**src/rtl/bsg_manycore_pod_reset_sequencer_if.sv**
```systemverilog
// Pod reset bundle between the per-pod reset sources and the pod array.
interface bsg_manycore_pod_reset_sequencer_if #(
  parameter int num_pods_x_p  = 2,
  parameter int num_pods_y_p  = 2,
  parameter int num_tiles_x_p = 4
);
  logic [num_pods_y_p-1:0][num_pods_x_p-1:0]                    pod_reset_req;
  logic [num_pods_y_p-1:0][num_pods_x_p-1:0][num_tiles_x_p-1:0] pod_reset;
  logic [num_pods_y_p-1:0][num_pods_x_p-1:0]                    pod_held;
  logic                                                          busy;

  modport master (output pod_reset_req, input pod_reset, pod_held, busy);
  modport slave  (input pod_reset_req, output pod_reset, pod_held, busy);
endinterface

```
**src/rtl/bsg_manycore_pod_reset_sequencer.sv**
```systemverilog
// Per-pod reset distribution: assertions pass straight through at fixed latency,
// releases are serialized lowest-index-first with a fixed gap between them.
module bsg_manycore_pod_reset_sequencer #(
  parameter int num_pods_x_p     = 2,
  parameter int num_pods_y_p     = 2,
  parameter int num_tiles_x_p    = 4,
  parameter int reset_depth_p    = 3,
  parameter int stagger_cycles_p = 16
) (
  input  logic                               clk_i,
  input  logic                               reset_i,
  bsg_manycore_pod_reset_sequencer_if.slave  pod_if
);

  localparam int num_pods_lp  = num_pods_x_p * num_pods_y_p;
  localparam int cnt_width_lp = (stagger_cycles_p > 0) ? $clog2(stagger_cycles_p + 1) : 1;
  localparam logic [cnt_width_lp-1:0] cnt_load_lp =
    (stagger_cycles_p > 0) ? cnt_width_lp'(stagger_cycles_p - 1) : '0;

  typedef enum logic {IDLE = 1'b0, GAP = 1'b1} state_e;

  state_e                  state_q, state_d;
  logic [cnt_width_lp-1:0] cnt_q, cnt_d;
  logic [num_pods_lp-1:0]  held_q, held_d;
  logic [num_pods_lp-1:0]  req, pending, out_stage;
  logic                    found;
  logic                    busy;
  logic [num_pods_lp*num_tiles_x_p-1:0] reset_flat;

  // Packed [y][x] flattens so bit index equals p = y*num_pods_x_p + x.
  assign req     = pod_if.pod_reset_req;
  assign pending = held_q & ~req;

  always_ff @(posedge clk_i) begin
    if (reset_i) begin
      state_q <= IDLE;
      cnt_q   <= '0;
      held_q  <= '1;
    end else begin
      state_q <= state_d;
      cnt_q   <= cnt_d;
      held_q  <= held_d;
    end
  end

  always_comb begin
    state_d = state_q;
    cnt_d   = cnt_q;
    held_d  = held_q | req;
    found   = 1'b0;
    unique case (state_q)
      IDLE: begin
        if (|pending) begin
          // pending excludes requesting pods, so a same-cycle assert always wins
          for (int unsigned p = 0; p < num_pods_lp; p++) begin
            if (pending[p] && !found) begin
              held_d[p] = 1'b0;
              found     = 1'b1;
            end
          end
          if (stagger_cycles_p > 0) begin
            cnt_d   = cnt_load_lp;
            state_d = GAP;
          end
        end
      end
      GAP: begin
        if (cnt_q == '0) state_d = IDLE;
        else             cnt_d   = cnt_q - 1'b1;
      end
    endcase
  end

  generate
    if (reset_depth_p > 1) begin : g_pipe
      logic [num_pods_lp-1:0] stage_q [reset_depth_p-1];
      always_ff @(posedge clk_i) begin
        if (reset_i) begin
          for (int unsigned i = 0; i < reset_depth_p - 1; i++) stage_q[i] <= '1;
        end else begin
          stage_q[0] <= held_q;
          for (int unsigned i = 1; i < reset_depth_p - 1; i++) stage_q[i] <= stage_q[i-1];
        end
      end
      assign out_stage = stage_q[reset_depth_p-2];
    end else begin : g_nopipe
      assign out_stage = held_q;
    end
  endgenerate

  always_comb begin
    reset_flat = '0;
    for (int unsigned p = 0; p < num_pods_lp; p++) begin
      for (int unsigned t = 0; t < num_tiles_x_p; t++) begin
        reset_flat[p*num_tiles_x_p + t] = out_stage[p];
      end
    end
    // Held all-1 makes everything look pending during reset; mask that off.
    busy = ~reset_i & ((state_q == GAP) | (|pending));
  end

  assign pod_if.pod_reset = reset_flat;
  assign pod_if.pod_held  = held_q;
  assign pod_if.busy      = busy;

endmodule

```
**src/flat_wrapper.sv**
```systemverilog
// flat-port wrapper written by rule: the top's interface ports become plain ports
module bsg_manycore_pod_reset_sequencer_flat 
#(
  parameter int num_pods_x_p     = 2,
  parameter int num_pods_y_p     = 2,
  parameter int num_tiles_x_p    = 4,
  parameter int reset_depth_p    = 3,
  parameter int stagger_cycles_p = 16
)
  (clk_i, reset_i, pod_if_pod_reset_req, pod_if_pod_reset, pod_if_pod_held, pod_if_busy);
  bsg_manycore_pod_reset_sequencer_if #(.num_pods_x_p(num_pods_x_p), .num_pods_y_p(num_pods_y_p), .num_tiles_x_p(num_tiles_x_p)) pod_if_i ();
  input  logic clk_i;
  input  logic reset_i;
  input wire logic [$bits(pod_if_i.pod_reset_req)-1:0] pod_if_pod_reset_req;
  output wire logic [$bits(pod_if_i.pod_reset)-1:0] pod_if_pod_reset;
  output wire logic [$bits(pod_if_i.pod_held)-1:0] pod_if_pod_held;
  output wire logic [$bits(pod_if_i.busy)-1:0] pod_if_busy;
  assign pod_if_i.pod_reset_req = pod_if_pod_reset_req;
  assign pod_if_pod_reset = pod_if_i.pod_reset;
  assign pod_if_pod_held = pod_if_i.pod_held;
  assign pod_if_busy = pod_if_i.busy;
  bsg_manycore_pod_reset_sequencer #(.num_pods_x_p(num_pods_x_p), .num_pods_y_p(num_pods_y_p), .num_tiles_x_p(num_tiles_x_p), .reset_depth_p(reset_depth_p), .stagger_cycles_p(stagger_cycles_p)) u_core (.clk_i(clk_i), .reset_i(reset_i), .pod_if(pod_if_i));
endmodule
```
**config.mk**
```make
export PLATFORM = sky130hd
export DESIGN_NAME = bsg_manycore_pod_reset_sequencer_flat
export DESIGN_NICKNAME = d
export VERILOG_FILES = /design/src/rtl/bsg_manycore_pod_reset_sequencer_if.sv /design/src/rtl/bsg_manycore_pod_reset_sequencer.sv /design/src/flat_wrapper.sv
export SDC_FILE = /design/constraint.sdc
export NUM_CORES = 1
export LEC_CHECK = 0
export BUFFER_PORTS_ARGS = -buffer_cell sky130_fd_sc_hd__buf_2
export CAP_MARGIN = 30
export CORE_AREA = 2 2 43 45
export CTS_BUF_LIST = sky130_fd_sc_hd__clkbuf_2 sky130_fd_sc_hd__clkbuf_4 sky130_fd_sc_hd__clkbuf_8
export DETAILED_ROUTE_END_ITERATION = 16
export DIE_AREA = 0 0 45 47
export PLACE_DENSITY = 0.79
export RECOVER_POWER = 100
export SLEW_MARGIN = 15
export SYNTH_ARGS = -nofsm -noshare
export SYNTH_HDL_FRONTEND = slang
export SYNTH_SLANG_ARGS = --single-unit
```
**constraint.sdc**
```tcl
create_clock -name clk_i -period 1.4 [get_ports clk_i]
set_input_delay 0.21 -clock clk_i [delete_from_list [all_inputs] [get_ports clk_i]]
set_output_delay 0.21 -clock clk_i [all_outputs]
set_load 0.03 [all_outputs]
```
==> results of run 1 <==
per-stage QoR:
step | instances | cell area, sq um | power [uW] | hold slack, ps | utilization (%)
detailed placement | 112 | 830 | 726 | 395 | 50.2
CTS | 117 | 900 | 1040 | 105 | 54.5
finish | 121 | 960 | 1060 | 117 | 58.1
global route | 121 | 960 | 1120 | 116 | 58.1
floorplan | 83 | 776 | 684 | 302 | -
global placement | 112 | 830 | 721 | 391 | 50.2
cell usage after synthesis:
| cell | number |
|---|---|
| o311a_1 | 1 |
| or2_2 | 8 |
| nor4b_2 | 1 |
| clkbuf_1 | 2 |
| a211o_1 | 2 |
| dfxtp_1 | 18 |
| o21ai_0 | 3 |
| nand2_1 | 4 |
| nor2_1 | 5 |
| nor2b_1 | 4 |
| inv_1 | 4 |
| buf_4 | 16 |
| a21oi_1 | 5 |
| nor3_1 | 2 |
| nor3b_1 | 1 |
| a21o_1 | 2 |
| or3_1 | 1 |
| ha_1 | 1 |
| or4b_1 | 1 |
| o31ai_1 | 1 |
| a221oi_1 | 1 |
final cells by class:
type / instances / area, sq um
multi-input combinational: 43 / 318
tap: 17 / 21.3
inverter: 4 / 15.0
sequential: 18 / 365
timing repair buffer: 35 / 204
clock buffer: 4 / 36.3
fill: 150 / 692
registers in the layout (all words and copies together), names as in the netlist:
name	count
u_core.cnt_q	5
u_core.g_pipe.stage_q	8
u_core.pod_if.pod_held	4
u_core.state_q	1
where the power goes:
part / leakage, uW / switching (uW) / internal (uW)
clock network: 0.0000210 / 142 / 158
logic: 0.000236 / 106 / 89.6
registers: 0.000147 / 21.7 / 541
total: 0.000404 / 270 / 789
cells by family after synthesis:
family                     synth area share (%)
and+or+nand+nor                            20.4
adders and majority gates                  1.62
buffers and inverters                      18.5
DFF                                        46.7
AOI/OAI and AO/OA                          12.8
timing repair:
item                                    in CTS  in global routing
cloned                                       0                  0
pin swaps                                    2                  5
setup buffers                                1                  4
endpoints found under the setup margin       2                  8
gates resized for setup                      7                 12
worst register-to-register path: stages (launching register included):
cell and delay, ps:
dfxtp_2 340, nor2b_2 150, a21o_1 190, buf_4 150, o31ai_1 400, o311a_1 240
final timing paths:
| check | startpoint | to | slack [ps] | cells past startpoint |
|---|---|---|---|---|
| worst min-delay path | pod_if_pod_reset_req[1] | u_core.pod_if.pod_held[1]$_SDFF_PP1_ | 120 | 3 |
| worst min register to register | u_core.g_pipe.stage_q[0][0]$_SDFF_PP1_ | u_core.g_pipe.stage_q[0][4]$_SDFF_PP1_ | 410 | 1 |
| worst max register to register | u_core.pod_if.pod_held[2]$_SDFF_PP1_ | u_core.cnt_q[4]$_SDFFE_PP0P_ | -110 | 5 |
| worst max-delay path | u_core.pod_if.pod_held[0]$_SDFF_PP1_ | pod_if_busy | -240 | 5 |
per-layer routing:
| metal | track usage, % | part of all wire, % | wire length, um | vias up |
|---|---|---|---|---|
| li1 | - | - | - | 300 |
| met1 | 13.2 | 36 | 479 | 261 |
| met2 | 26.3 | 53 | 697 | 26 |
| met3 | 6.92 | 10 | 134 | 2 |
| met4 | 3.53 | 0.68 | 9 | 0 |
| met5 | 0 | 0 | 0 | - |
==> qor.txt, run 1 <==
CP Buf/Inv Count: 1
Final TNS setup: -460 ps
kind of critical path: reg -> out
violated checks: setup timing
commonest cells after routing, fill and taps aside: buf_2, dfxtp_1, buf_4
CP Data Arrival Time: 1430 ps
initial antenna violation count: 0
Clock Skews: 2.03 ps
NumNets Final: 112
htree depth: 1
Mapped Cells: 83
drt initial violations: 0
gr usage total: 13.8%
setup violators final: 4
latest clock arrival within the worst-skew pair: 280 ps
Clock Tree Root: clkbuf_4
# diodes: 0
Yosys reg bits: 18
crit-path leading delay family: simple AND/OR/NAND/NOR gates
Startpoint Class: flop
Max-Cap Viols: 0
Cell Area, Synth: 772 sq um
Max Slew Vio Count: 0
cells along the critical path: nor2b_4 -> or3_4 -> nor2_4 -> nor2_2 -> buf_6
most area-consuming cells after synthesis: dfxtp_1, buf_4, or2_2
area share of the largest cell type after synthesis: 46.7%
final number of hold-violating endpoints: 0
routed len/inst: 10.9 um
CP Capture Type: output pin
PwrDens: 1100 nW/um^2
Die Area: 2120 sq um
share of cells above drive strength 1: 60.6%
hold buffer count at CTS: 0
number of synthesis warnings: 0
LEAKAGE: 0.000404 uW
Synth cell types: 21
DRC: 0
num ports: 27
# rows: 15
Worst-path clk slew: 90 ps
fin crit period: 1640 ps
sequential share of the synthesized area: 46.7%
largest net degree at the start of global routing: 20
CP Data Required Time: 1190 ps
GRT overflow: 0
via count: 589
die height: 47 um
vias in the first global route: 537
Min-Delay Path Class: in -> reg
first-pass GRT wire length: 2040 um
CTS sink count: 18
RSZ-0062 raised after global routing: yes
Worst path slowest cell: or3_4
drt pass-1 iters: 1
crit-path max FO: 3
Port Buffers: 26
post-synthesis area per instance: 9.30 sq um
Vias per Instance: 4.87
status: complete, but fails checks
TritonCTS clock tree: built
Worst path max stage delay: 380 ps
area of the core: 1650 sq um
commonest non-fill, non-tap cell in the layout: buf_2
Initial Util: 46.7%
dpl ws: -5.95 ps
Worst Tran Pin Value: 413 ps
area leader, netlist: dfxtp_1
RePlAce Congestion: 0.794
Peak Freq: 0.611 GHz
Area Growth Syn to Fin: 24.3%
Post-DRT Antenna Nets: 0
Synth Net Count: 90
die width: 45 um
crit share post-route: 117%
Post-DP HPWL: 906 um
max_slew headroom: 72.2%
Max VDD drop: 0.916 mV
Longest Clk Path Bufs: 2
total CTS buffers: 3
drt total wl: 1320 um
Final Worst Setup Slack: -236 ps
Note: power is estimated with default switching activity, not from simulation.
==> run 2, diff against run 1 <==
--- a/config.mk
+++ b/config.mk
@@ -13,6 +13,7 @@
 export DIE_AREA = 0 0 45 47
 export PLACE_DENSITY = 0.79
 export RECOVER_POWER = 100
+export SETUP_SLACK_MARGIN = 0.2
 export SLEW_MARGIN = 15
 export SYNTH_ARGS = -nofsm -noshare
 export SYNTH_HDL_FRONTEND = slang
==> qor.txt, run 2 (same netlist as run 1, synthesis figures left out) <==
RSZ-0062 raised after global routing: yes
Max VDD drop: 0.732 mV (-20%)
Post-DP HPWL: 1010 um (+12%)
placed cell areas: 907 sq um (+9.4%)
latest clock arrival within the worst-skew pair: 300 ps (+20 ps)
die width: 45 um (unchanged)
Initial Util: 46.7% (unchanged)
CP Data Required Time: 1190 ps (about the same)
RePlAce Congestion: 0.680 (-14%)
total CTS buffers: 3 (unchanged)
Worst path slowest cell: or3_4
LEAKAGE: 0.000485 uW (+20%)
vias in the first global route: 555 (+3.4%)
Vias per Instance: 5.09 (+4.5%)
max reg flops: 8 (unchanged)
first-pass GRT wire length: 2480 um (+22%)
CP most frequent cell: nor2_4
Worst Tran Pin Value: 347 ps (-66.2 ps)
htree depth: 1 (unchanged)
DRC: 0 (unchanged)
crit share post-route: 120% (+2.9 points)
hold buffer count at CTS: 0 (unchanged)
Port Buffers: 26 (unchanged)
Startpoint Class: flop
TritonCTS clock tree: built
area of the core: 1650 sq um (unchanged)
status: complete, but fails checks
final number of hold-violating endpoints: 0 (unchanged)
Clock Skews: 5.29 ps (+3.26 ps)
violated checks: setup timing
# rows: 15 (unchanged)
Inst Count DP: 116 (+3.6%)
fin crit period: 1680 ps (+41.3 ps)
Area Growth Syn to Fin: 48.8%
CTS sink count: 18 (unchanged)
Top reg by flops: u_core.g_pipe.stage_q
Longest Clk Path Bufs: 2 (unchanged)
commonest cells after routing, fill and taps aside: buf_2, dfxtp_1, buf_4
Max-Cap Viols: 0 (unchanged)
drt initial violations: 1 (+1)
drt total wl: 1730 um (+31%)
share of cells above drive strength 1: 71.4% (+11 points)
Worst path max stage delay: 380 ps (about the same)
max_slew headroom: 76.9% (+4.6 points)
CP Capture Type: output pin
# diodes: 0 (unchanged)
GRT overflow: 0 (unchanged)
Min-Delay Path Class: in -> reg
drt pass-1 iters: 2 (+1)
die height: 47 um (unchanged)
hold_ws: 115 ps (-2.18 ps)
Peak Freq: 0.596 GHz (-2.5%)
via count: 656 (+11%)
largest net degree at the start of global routing: 20 (unchanged)
commonest non-fill, non-tap cell in the layout: buf_2
crit-path max FO: 2 (-1)
Worst-path clk slew: 100 ps (about the same)
Clock Tree Root: clkbuf_4
Fill cells: 129 (-14%)
initial antenna violation count: 0 (unchanged)
setup violators final: 5 (+1)
non-filler cells, final: 129 (+6.6%)
Die Area: 2120 sq um (unchanged)
post-route cell area: 1150 sq um (+20%)
num ports: 27 (unchanged)
Max Slew Vio Count: 0 (unchanged)
cells along the critical path: nor2b_4 -> or3_4 -> nor2_4 -> nor2_4 -> buf_6
PwrDens: 1040 nW/um^2 (-5.8%)
NumNets Final: 120 (+7.1%)
Post-Route Utilization: 69.5% (+11 points)
CP Data Arrival Time: 1470 ps (+40 ps)
routed len/inst: 13.4 um (+23%)
Post-DRT Antenna Nets: 0 (unchanged)
gr usage total: 17.5% (+3.7 points)
Final Worst Setup Slack: -277 ps (-41.3 ps)
kind of critical path: reg -> out
## run 2: worst paths after layout
path / start / end / slack, ps / depth (start not counted)
max: u_core.pod_if.pod_held[0]$_SDFF_PP1_ / pod_if_busy / -280 / 5
min: pod_if_pod_reset_req[3] / u_core.pod_if.pod_held[3]$_SDFF_PP1_ / 110 / 3
max reg2reg: u_core.pod_if.pod_held[0]$_SDFF_PP1_ / u_core.pod_if.pod_held[2]$_SDFF_PP1_ / -220 / 6
min reg2reg: u_core.g_pipe.stage_q[0][2]$_SDFF_PP1_ / u_core.g_pipe.stage_q[0][6]$_SDFF_PP1_ / 420 / 1
## run 2: area by class of cell
cell class / count / area (sq um) / share of cell area [%]
timing repair buffer: 43 / 282 / 24.5
inverter: 4 / 15.0 / 1.31
multi-input combinational: 43 / 420 / 36.6
clock buffer: 4 / 36.3 / 3.16
sequential: 18 / 374 / 32.6
tap: 17 / 21.3 / 1.85
## run 2: critical path, delay by kind of cell (launching register included)
kind                   cells  cell delay, ps
AND/OR/NAND/NOR            4             670
buffers and inverters      1             140
flip-flops                 1             350
## run 2: power breakdown
part           total, uW  internal, uW  switching [uW]
combinational        303           154             149
clock                321           159             163
sequential           569           538            31.2
## run 2: layer usage
metal	part of all wire [%]	vias up	global-route usage, %
li1	-	325	-
met1	42	300	18.4
met2	50	27	31.4
met3	6.1	4	3.46
met4	1.6	0	12.4
met5	0	-	0
## run 2: metrics by stage
step | setup WS (ps) | TNS [ps] | total power [uW]
floorplan | 95.2 | 0 | 695
global placement | 6.43 | 0 | 751
detailed placement | -40.3 | -51.5 | 756
CTS | -276 | -387 | 1160
global route | -325 | -1170 | 1240
finish | -277 | -911 | 1190
## run 2: timing repair
action	4_1_cts	5_1_grt
hold endpoints to repair	0	0
resized for setup	29	7
pin swaps	12	7
buffers inserted	4	5
setup endpoints to repair	9	10
gates cloned	0	0
==> run 3, diff against run 2 <==
--- a/config.mk
+++ b/config.mk
@@ -7,11 +7,13 @@
 export LEC_CHECK = 0
 export BUFFER_PORTS_ARGS = -buffer_cell sky130_fd_sc_hd__buf_2
 export CAP_MARGIN = 30
-export CORE_AREA = 2 2 43 45
+export CELL_PAD_IN_SITES_DETAIL_PLACEMENT = 0
+export CELL_PAD_IN_SITES_GLOBAL_PLACEMENT = 1
+export CORE_AREA = 2 2 56 45
 export CTS_BUF_LIST = sky130_fd_sc_hd__clkbuf_2 sky130_fd_sc_hd__clkbuf_4 sky130_fd_sc_hd__clkbuf_8
 export DETAILED_ROUTE_END_ITERATION = 16
-export DIE_AREA = 0 0 45 47
-export PLACE_DENSITY = 0.79
+export DIE_AREA = 0 0 58 47
+export PLACE_DENSITY = 0.81
 export RECOVER_POWER = 100
 export SETUP_SLACK_MARGIN = 0.2
 export SLEW_MARGIN = 15
==> qor.txt, run 3 (same netlist as run 1, synthesis figures left out) <==
status: complete, but fails checks
violated checks: setup timing
Post-DRT Antenna Nets: 0 (unchanged)
Net Sw Frac: 27.6% (-1.1 points)
switching pwr: 309 uW (-10%)
# rows: 15 (unchanged)
# diodes: 0 (unchanged)
CP most frequent cell: nor2_4
HP Start: pod_if_pod_reset_req[3]
drt initial violations: 0 (-1)
die width: 58 um (+29%)
commonest non-fill, non-tap cell in the layout: buf_2
Reg power frac: 50.6% (+2.9 points)
drt total wl: 1430 um (-17%)
Clock Skews: 3.76 ps (-1.53 ps)
setup violators final: 1 (-4)
Min-Delay Path Class: in -> reg
Worst-path clk slew: 110 ps (about the same)
gr usage total: 11.0% (-6.5 points)
largest net degree at the start of global routing: 20 (unchanged)
htree depth: 1 (unchanged)
RR Startpoint: u_core.pod_if.pod_held[0]$_SDFF_PP1_
Critical path origin: u_core.pod_if.pod_held[0]$_SDFF_PP1_
first-pass GRT wire length: 2180 um (-12%)
routed len/inst: 11.0 um (-18%)
Int Pwr: 808 uW (-4.9%)
kind of critical path: reg -> out
commonest cells after routing, fill and taps aside: buf_2, dfxtp_1, clkbuf_1
crit-path max FO: 2 (unchanged)
Clock Tree Root: clkbuf_4
DRC: 0 (unchanged)
RePlAce Congestion: 0.692 (+1.7%)
CP Data Arrival Time: 1440 ps (-30 ps)
crit share post-route: 118% (-1.7 points)
Max Slew Vio Count: 0 (unchanged)
Startpoint Class: flop
Vias per Instance: 4.65 (-8.6%)
Final TNS setup: -253 ps (+658 ps)
Area Growth Syn to Fin: 34.4%
share of cells above drive strength 1: 58.1% (-13 points)
CP Capture Type: output pin
clock network power share: 28.9% (+2.0 points)
CTS sink count: 18 (unchanged)
PwrDens: 1080 nW/um^2 (+3.6%)
Post-DP HPWL: 1010 um (-0.44%)
total CTS buffers: 3 (unchanged)
GRT overflow: 0 (unchanged)
Top reg by flops: u_core.g_pipe.stage_q
latest clock arrival within the worst-skew pair: 290 ps (about the same)
combinational cell fraction of total power: 20.6% (-4.8 points)
initial antenna violation count: 0 (unchanged)
vias in the first global route: 540 (-2.7%)
via count: 604 (-7.9%)
Initial Util: 35.5% (-11 points)
Peak Freq: 0.605 GHz (+1.5%)
flop2flop setup slack: 10 ps (+230 ps)
Port Buffers: 26 (unchanged)
num ports: 27 (unchanged)
Post-Route Utilization: 47.6% (-22 points)
die height: 47 um (unchanged)
NumNets Final: 113 (-5.8%)
max_slew headroom: 76.2% (-0.68 points)
Longest Clk Path Bufs: 2 (unchanged)
Worst path slowest cell: or3_4
max reg flops: 8 (unchanged)
Max VDD drop: 0.529 mV (-28%)
LEAKAGE: 0.000422 uW (-13%)
drt pass-1 iters: 1 (-1)
Die Area: 2730 sq um (+29%)
fin crit period: 1650 ps (-24.3 ps)
Worst Tran Pin Value: 356 ps (+8.68 ps)
Max-Cap Viols: 0 (unchanged)
TritonCTS clock tree: built
RSZ-0062 raised after global routing: yes
hold buffer count at CTS: 0 (unchanged)
Worst path max stage delay: 370 ps (about the same)
final number of hold-violating endpoints: 0 (unchanged)
non-filler cells, final: 130 (+0.78%)
Power, Total: 1120 uW (-6.4%)
dpl ws: -48.3 ps (-8.05 ps)
area of the core: 2180 sq um (+32%)
Final Worst Setup Slack: -253 ps (+24.3 ps)
CP Data Required Time: 1190 ps (about the same)
Inst Count DP: 120 (+3.4%)
cells along the critical path: nor2b_4 -> or3_4 -> nor2_4 -> nor2_4 -> buf_6
==> run 3: changes by cell type in the layout (fill, tap and decap cells not counted), moves of 2 or more <==
cell,previous run,this run
buf_2,24,17
buf_4,10,6
nor3_1,0,2
nor3_4,2,0
a21oi_2,3,0
clkbuf_1,2,10
buf_6,7,3
a21oi_1,2,5
==> run 3: metrics by stage <==
step | cell area (sq um) | hold WS [ps]
global route | 1040 | 112
finish | 1040 | 105
global placement | 887 | 391
floorplan | 823 | 301
CTS | 1030 | 96.8
detailed placement | 887 | 394
==> run 3: power groups by stage <==
stage / combinational (uW) / clock (uW) / sequential, uW
floorplan: 118 / 0 / 577
global placement: 163 / 0 / 569
detailed placement: 171 / 0 / 570
CTS: 222 / 337 / 565
global route: 250 / 355 / 570
finish: 230 / 322 / 565
==> run 3: layer usage <==
layer	GRT usage, %	share of wire (%)
met5	0	0
met3	5.23	7.5
met4	1.40	0
met2	21.4	51
met1	11.3	42
==> run 3: final cells by class <==
| cell class | count | area (sq um) |
|---|---|---|
| multi-input cells | 43 | 378 |
| clock buffers | 4 | 36.3 |
| repair buffers | 36 | 201 |
| flip-flops and latches | 18 | 375 |
| inverters | 4 | 15.0 |
| fillers | 225 | 1140 |
| well taps | 25 | 31.3 |
==> run 3: path summary, 6_finish.rpt <==
| kind | endpoint | depth (start not counted) |
|---|---|---|
| setup / recovery | pod_if_busy | 5 |
| hold / removal | u_core.pod_if.pod_held[3]$_SDFF_PP1_ | 3 |
| setup reg to reg | u_core.pod_if.pod_held[2]$_SDFF_PP1_ | 4 |
| hold reg to reg | u_core.g_pipe.stage_q[0][4]$_SDFF_PP1_ | 1 |
==> run 3: critical path, delay by kind of cell, from the launching register on <==
kind | cells | cell delay [ps]
flops | 1 | 350
buf+inv | 1 | 140
simple gates | 4 | 650
==> run 3: timing repair <==
action                     4_1_cts  5_1_grt
buffers inserted                 5        1
gates resized for setup         19        4
pin swaps                        9        4
setup endpoints to repair        9        9
